`src/rtl/i2s_rx_if.sv`:
```
// -----------------------------------------------------------------------------
// i2s_rx_if
//  Bundles the codec-side serial pins and the parallel sample outputs of the
//  I2S capture block.
//  Signals:
//   bclk        codec bit clock (async to the system clock)
//   lrclk       codec ADC LR clock (async); 0 = left, 1 = right
//   sdata       codec ADC serial data (async)
//   left_chan   last complete left sample, signed, BITSIZE bits
//   right_chan  last complete right sample, signed, BITSIZE bits
//   valid       1-clk pulse: new L/R pair on left_chan/right_chan
//   err         1-clk pulse: short word detected and discarded
//  Modports:
//   master  drives the serial pins, observes the samples (codec / bench side)
//   slave   receives the serial pins, drives the samples (i2s_rx side)
// -----------------------------------------------------------------------------
`timescale 1ns/1ps
interface i2s_rx_if #(
   parameter int BITSIZE = 16
);
   logic                      bclk;
   logic                      lrclk;
   logic                      sdata;
   logic signed [BITSIZE-1:0] left_chan;
   logic signed [BITSIZE-1:0] right_chan;
   logic                      valid;
   logic                      err;

   modport master (
      output bclk, lrclk, sdata,
      input  left_chan, right_chan, valid, err
   );

   modport slave (
      input  bclk, lrclk, sdata,
      output left_chan, right_chan, valid, err
   );
endinterface

```
`src/rtl/i2s_rx.sv`:
```
// -----------------------------------------------------------------------------
// i2s_rx
//  Captures I2S stereo audio from the codec ADC and presents parallel signed
//  left/right samples. The serial pins are oversampled by the system clock,
//  which must run at least 8x the bit clock.
//  Ports:
//   clk   system clock, all logic on posedge
//   rst   asynchronous active-low reset
//   bus   i2s_rx_if.slave: bclk/lrclk/sdata in, left_chan/right_chan/valid/err out
//  Parameters:
//   BITSIZE  sample width per channel, MSB first, two's complement
// -----------------------------------------------------------------------------
`timescale 1ns/1ps
module i2s_rx #(
   parameter int BITSIZE = 16
) (
   input  logic   clk,
   input  logic   rst,
   i2s_rx_if.slave bus
);

   localparam int CNT_W = $clog2(BITSIZE + 1);
   localparam logic [CNT_W-1:0] CNT_FULL = CNT_W'(BITSIZE);
   localparam logic [CNT_W-1:0] CNT_ONE  = CNT_W'(1);

   typedef enum logic [1:0] {
      WAIT_LR = 2'd0,
      SHIFT   = 2'd1,
      DONE    = 2'd2
   } state_t;

   logic                      bclk_s1, bclk_s2, bclk_s3;
   logic                      lrclk_s1, lrclk_s2;
   logic                      sdata_s1, sdata_s2;
   logic                      lr_prev;
   state_t                    state;
   logic                      chan;
   logic [CNT_W-1:0]          bitcnt;
   logic signed [BITSIZE-1:0] shreg;
   logic signed [BITSIZE-1:0] left_shadow;
   logic                      left_ok;   // a left word committed since the last valid
   logic                      fresh;     // SHIFT just entered from WAIT_LR, nothing shifted yet

   logic bit_tick;
   logic lr_edge;

   assign bit_tick = bclk_s2 & ~bclk_s3;
   assign lr_edge  = lrclk_s2 ^ lr_prev;

   always_ff @(posedge clk or negedge rst) begin
      if (!rst) begin
         bclk_s1        <= 1'b0;
         bclk_s2        <= 1'b0;
         bclk_s3        <= 1'b0;
         lrclk_s1       <= 1'b0;
         lrclk_s2       <= 1'b0;
         sdata_s1       <= 1'b0;
         sdata_s2       <= 1'b0;
         lr_prev        <= 1'b0;
         state          <= WAIT_LR;
         chan           <= 1'b0;
         bitcnt         <= '0;
         shreg          <= '0;
         left_shadow    <= '0;
         left_ok        <= 1'b0;
         fresh          <= 1'b0;
         bus.left_chan  <= '0;
         bus.right_chan <= '0;
         bus.valid      <= 1'b0;
         bus.err        <= 1'b0;
      end else begin
         // stage: pin synchronisers and bclk edge-detect flop
         bclk_s1  <= bus.bclk;
         bclk_s2  <= bclk_s1;
         bclk_s3  <= bclk_s2;
         lrclk_s1 <= bus.lrclk;
         lrclk_s2 <= lrclk_s1;
         sdata_s1 <= bus.sdata;
         sdata_s2 <= sdata_s1;

         bus.valid <= 1'b0;
         bus.err   <= 1'b0;

         if (bit_tick) begin
            lr_prev <= lrclk_s2;
         end

         // stage: word assembly FSM
         case (state)
            WAIT_LR: begin
               if (bit_tick && lr_edge) begin
                  chan   <= lrclk_s2;
                  bitcnt <= '0;
                  fresh  <= 1'b1;
                  if (!lrclk_s2) begin
                     left_ok <= 1'b0;
                  end
                  state  <= SHIFT;
               end
            end

            SHIFT: begin
               // Commit runs on the clk after the LSB tick; the next tick is at
               // least 8 clk away, so no tick is lost here.
               if (bitcnt == CNT_FULL) begin
                  if (!chan) begin
                     left_shadow <= shreg;
                     left_ok     <= 1'b1;
                  end else if (left_ok) begin
                     bus.left_chan  <= left_shadow;
                     bus.right_chan <= shreg;
                     bus.valid      <= 1'b1;
                     left_ok        <= 1'b0;
                  end
                  state <= DONE;
               end else if (bit_tick) begin
                  if (lr_edge) begin
                     // Short word: discard. An edge right after WAIT_LR with
                     // nothing shifted is the normal start-up case, not an error.
                     bus.err <= ~fresh;
                     chan    <= lrclk_s2;
                     bitcnt  <= '0;
                     fresh   <= 1'b0;
                     if (!lrclk_s2) begin
                        left_ok <= 1'b0;
                     end
                  end else begin
                     shreg  <= {shreg[BITSIZE-2:0], sdata_s2};
                     bitcnt <= bitcnt + CNT_ONE;
                     fresh  <= 1'b0;
                  end
               end
            end

            DONE: begin
               // Padding bits are ignored; bitcnt stays saturated at BITSIZE.
               if (bit_tick && lr_edge) begin
                  chan   <= lrclk_s2;
                  bitcnt <= '0;
                  fresh  <= 1'b0;
                  if (!lrclk_s2) begin
                     left_ok <= 1'b0;
                  end
                  state  <= SHIFT;
               end
            end

            default: begin
               state <= WAIT_LR;
            end
         endcase
      end
   end

endmodule

```
`src/flat_wrapper.sv`:
```
// flat-port wrapper written by rule: the top's interface ports become plain ports
module i2s_rx_flat 
#(
   parameter int BITSIZE = 16
)
  (clk, rst, bus_bclk, bus_lrclk, bus_sdata, bus_left_chan, bus_right_chan, bus_valid, bus_err);
  i2s_rx_if #(.BITSIZE(BITSIZE)) bus_i ();
  input  logic clk;
  input  logic rst;
  input wire logic [$bits(bus_i.bclk)-1:0] bus_bclk;
  input wire logic [$bits(bus_i.lrclk)-1:0] bus_lrclk;
  input wire logic [$bits(bus_i.sdata)-1:0] bus_sdata;
  output wire logic [$bits(bus_i.left_chan)-1:0] bus_left_chan;
  output wire logic [$bits(bus_i.right_chan)-1:0] bus_right_chan;
  output wire logic [$bits(bus_i.valid)-1:0] bus_valid;
  output wire logic [$bits(bus_i.err)-1:0] bus_err;
  assign bus_i.bclk = bus_bclk;
  assign bus_i.lrclk = bus_lrclk;
  assign bus_i.sdata = bus_sdata;
  assign bus_left_chan = bus_i.left_chan;
  assign bus_right_chan = bus_i.right_chan;
  assign bus_valid = bus_i.valid;
  assign bus_err = bus_i.err;
  i2s_rx #(.BITSIZE(BITSIZE)) u_core (.clk(clk), .rst(rst), .bus(bus_i));
endmodule
```
`config.mk`:
```
export PLATFORM = sky130hd
export DESIGN_NAME = i2s_rx_flat
export DESIGN_NICKNAME = d
export VERILOG_FILES = /design/src/rtl/i2s_rx_if.sv /design/src/rtl/i2s_rx.sv /design/src/flat_wrapper.sv
export SDC_FILE = /design/constraint.sdc
export NUM_CORES = 1
export LEC_CHECK = 0
export ABC_CLOCK_PERIOD_IN_PS = 3000
export CORE_MARGIN = 1
export CORE_UTILIZATION = 50
export CTS_CLUSTER_SIZE = 30
export DETAILED_ROUTE_END_ITERATION = 10
export GPL_ROUTABILITY_DRIVEN = 0
export MAX_ROUTING_LAYER = met4
export PLACE_DENSITY = 0.72
export SETUP_SLACK_MARGIN = 0.5
export SYNTH_ARGS = -nofsm -noshare
export SYNTH_HDL_FRONTEND = slang
export SYNTH_SLANG_ARGS = --single-unit
```
`constraint.sdc`:
```
create_clock -name clk -period 3 [get_ports clk]
set_input_delay 0.6 -clock clk [delete_from_list [all_inputs] [get_ports clk]]
set_output_delay 0.6 -clock clk [all_outputs]
set_load 0.05 [all_outputs]
```
==> metrics.yaml <==
outcome: "finished, final reports clean"
fin_nets: 275
netlist_instances: 221
cap_violations: 0
synth_nets: 232
dp_hpwl_mm: 3.46
grt_max_degree: 85
crit_required_ps: 3230
holdPathEnd: "u_core.lrclk_s2"
slew_viol_final: 0
regArea_mm2: 0.00210
path_class: "reg -> reg"
ys_warn_count: 0
overflow: 0
period_share_pct: 76.0
drc: 0
htreeDepth: 3
synth.cell_area_mm2: 0.00349
final_util_pct: 60.8
syn_to_final_growth_pct: 17.6
die_y_um: 85.6
worst_setup_path_start_kind: "flip-flop"
clk_latency_ps: 340
avgSynthCellArea_um2: 15.8
crit_chain: "inv_1, ha_1, and3b_1, and3_1, mux2_2"
leakage_nw: 2.06
r2r_cells: 5
ys_async_sr_fraction_pct: 100
drtPass1Iterations: 4
tightest_slew_ps: 1010
hp-start: "u_core.lrclk_s1"
vias_per_cell: 5.31
max_stage_delay_ps: 610
holdBufCountCts: 0
ant_nets: 0
fin_setup_tns_ps: 0
cts.path.max_buffers: 2
port_buffers: 38
r2r-end: "u_core.shreg[8]"
clock.fmax_mhz: 438
post-cts-setup-buffers: 0
synth_top_area_cell: "dfrtp_1"
die_x_um: 85.6
core_area_mm2: 0.00676
rows: 30
root_buffer: "clkbuf_8"
slowest_stage: "and3_1"
drt_wl_total_mm: 5.26
cts_tree: "built"
clock-sinks: 84
maxSlewHeadroom_pct: 32.8
hold_path.class: "reg -> reg"
crit_family: "simple AND/OR/NAND/NOR gates"
synth_top_area_share_pct: 60.2
vdd.ir_drop.worst_uv: 316
synth_most_common_cell: "dfrtp_1"
cts-resized-gates: 0
drive_gt1_share_pct: 33.1
skew_ps: 7.14
diodes: 0
worstPathArrival_ps: 2510
fillers: 510
clkTransAtPathRegs_ps: 80
crit_buf_inv: 1
min_period_ps: 2280
top_level_ports: 39
multi_input_area_mm2: 0.00128
synth_edf_count: 0
ys_types: 42
yosysSeqAreaShare_pct: 60.2
setup_violations: 0
cp-end-kind: "flip-flop"
synth_area_leaders: "dfrtp_1, mux2_4, mux2_2, ha_1, buf_6"
num_vias: 1854
hold_path_depth: 0
post_drt_wl_per_cell_um: 15.1
critPathMaxFanout: 16
ys.flop_type: "dfrtp_1"
first_global_vias: 1862
die_area_mm2: 0.00732
hold_viol_final: 0
cts_buffers: 9
grt_first_pass_wirelength_mm: 9.27
grt_use_total_pct: 17.2
ys_ff_latch: 84
initialDrtViolationCount: 67
reg2reg_slack_ps: 720
p_per_area_mw_per_mm2: 581
r2r_start: "u_core.state[1]"
post_synth_most_frequent_cells: "dfrtp_1, mux2_2, mux2_4"
antenna_found_initial: 0
start_util_pct: 51.7
rsz0062_at_grt: "no"
==> sequential cells by signal, indices dropped and copies added (netlist names) <==
name                   flops
u_core.left_ok             1
u_core.bus.err             1
u_core.bclk_s3             1
u_core.sdata_s1            1
u_core.lrclk_s2            1
u_core.bus.right_chan     16
u_core.bus.valid           1
u_core.shreg              16
u_core.left_shadow        16
u_core.chan                1
u_core.sdata_s2            1
u_core.lr_prev             1
u_core.bus.left_chan      16
u_core.bitcnt              5
u_core.state               2
u_core.bclk_s1             1
u_core.bclk_s2             1
u_core.lrclk_s1            1
u_core.fresh               1
==> layout make-up <==
| type | count | share of cell area [%] |
|---|---|---|
| timing repair buffer | 40 | 9.56 |
| sequential | 84 | 51.2 |
| clock inverter | 7 | 1.80 |
| tap | 80 | 2.44 |
| inverter | 9 | 0.822 |
| clock buffer | 9 | 3.02 |
| multi-input combinational | 120 | 31.2 |
==> layer usage <==
layer / wire, um / part of all wire [%] / track usage [%]
met5: 0 / 0 / -
met2: 2490 / 47 / 25.8
met4: 112 / 2.1 / 8.64
met3: 138 / 2.6 / 3.46
met1: 2520 / 48 / 22.5
==> power breakdown <==
part	switching [mW]	total (mW)	internal, mW
Sequential	0.0746	1.28	1.20
Combinational	0.188	0.324	0.135
Clock	0.398	0.786	0.389
==> kinds of logic after synthesis <==
| kind of cell | synth area share (%) |
|---|---|
| multiplexers | 24.4 |
| AND/OR/NAND/NOR | 5.41 |
| adder cells (fa/ha/maj) | 2.15 |
| AO/OA/AOI/OAI | 4.05 |
| XOR/XNOR | 0.717 |
| flip-flops | 60.2 |
| buffers and inverters | 3.15 |
==> worst reg2reg max path: cells and delay by family (launching register included) <==
kind	cells	cell delay, ps
AND/OR/NAND/NOR	2	870
flip-flops	1	420
multiplexers	1	410
adder cells (fa/ha/maj)	1	390
buffers and inverters	1	90
==> metrics by stage <==
| step | setup slack [ps] | power (mW) | cells | hold slack (ps) | area [um2] |
|---|---|---|---|---|---|
| finish | 719 | 2.39 | 349 | 354 | 4110 |
| global route | 539 | 2.52 | 349 | 360 | 4110 |
| CTS | 696 | 2.43 | 349 | 356 | 4110 |
| detailed placement | 694 | 1.63 | 333 | 338 | 3910 |
| global placement | 777 | 1.62 | 333 | 334 | 3910 |
| floorplan | 1170 | 1.53 | 221 | 304 | 3490 |
==> placed cells by master, fill, tap and decap left out, types with 2 or more instances in the layout <==
cell type / n
mux2_2: 35
buf_4: 3
dfrtp_1: 84
inv_6: 2
a31oi_1: 2
inv_1: 9
a221o_1: 2
clkinv_2: 2
mux2_4: 29
a21oi_1: 4
nand2_1: 4
nand3_1: 5
ha_1: 6
clkbuf_8: 9
and2_1: 2
nor2_1: 4
clkdlybuf4s50_1: 37
==> worst max-delay path by stage <==
| stage | depth (start not counted) | slack [ps] | endpoint | from |
|---|---|---|---|---|
| 2_1_floorplan | 8 | 1170 | u_core.shreg[0] | u_core.state[1] |
| 3_3_place_gp | 5 | 780 | u_core.shreg[0] | u_core.state[1] |
| 3_5_place_dp | 5 | 690 | u_core.shreg[8] | u_core.state[1] |
| 4_1_cts | 5 | 700 | u_core.shreg[14] | u_core.state[1] |
| 5_1_grt | 5 | 540 | u_core.shreg[14] | u_core.state[1] |
| 6_report | 5 | 720 | u_core.shreg[8] | u_core.state[1] |
Note: power is estimated with default switching activity, not from simulation.
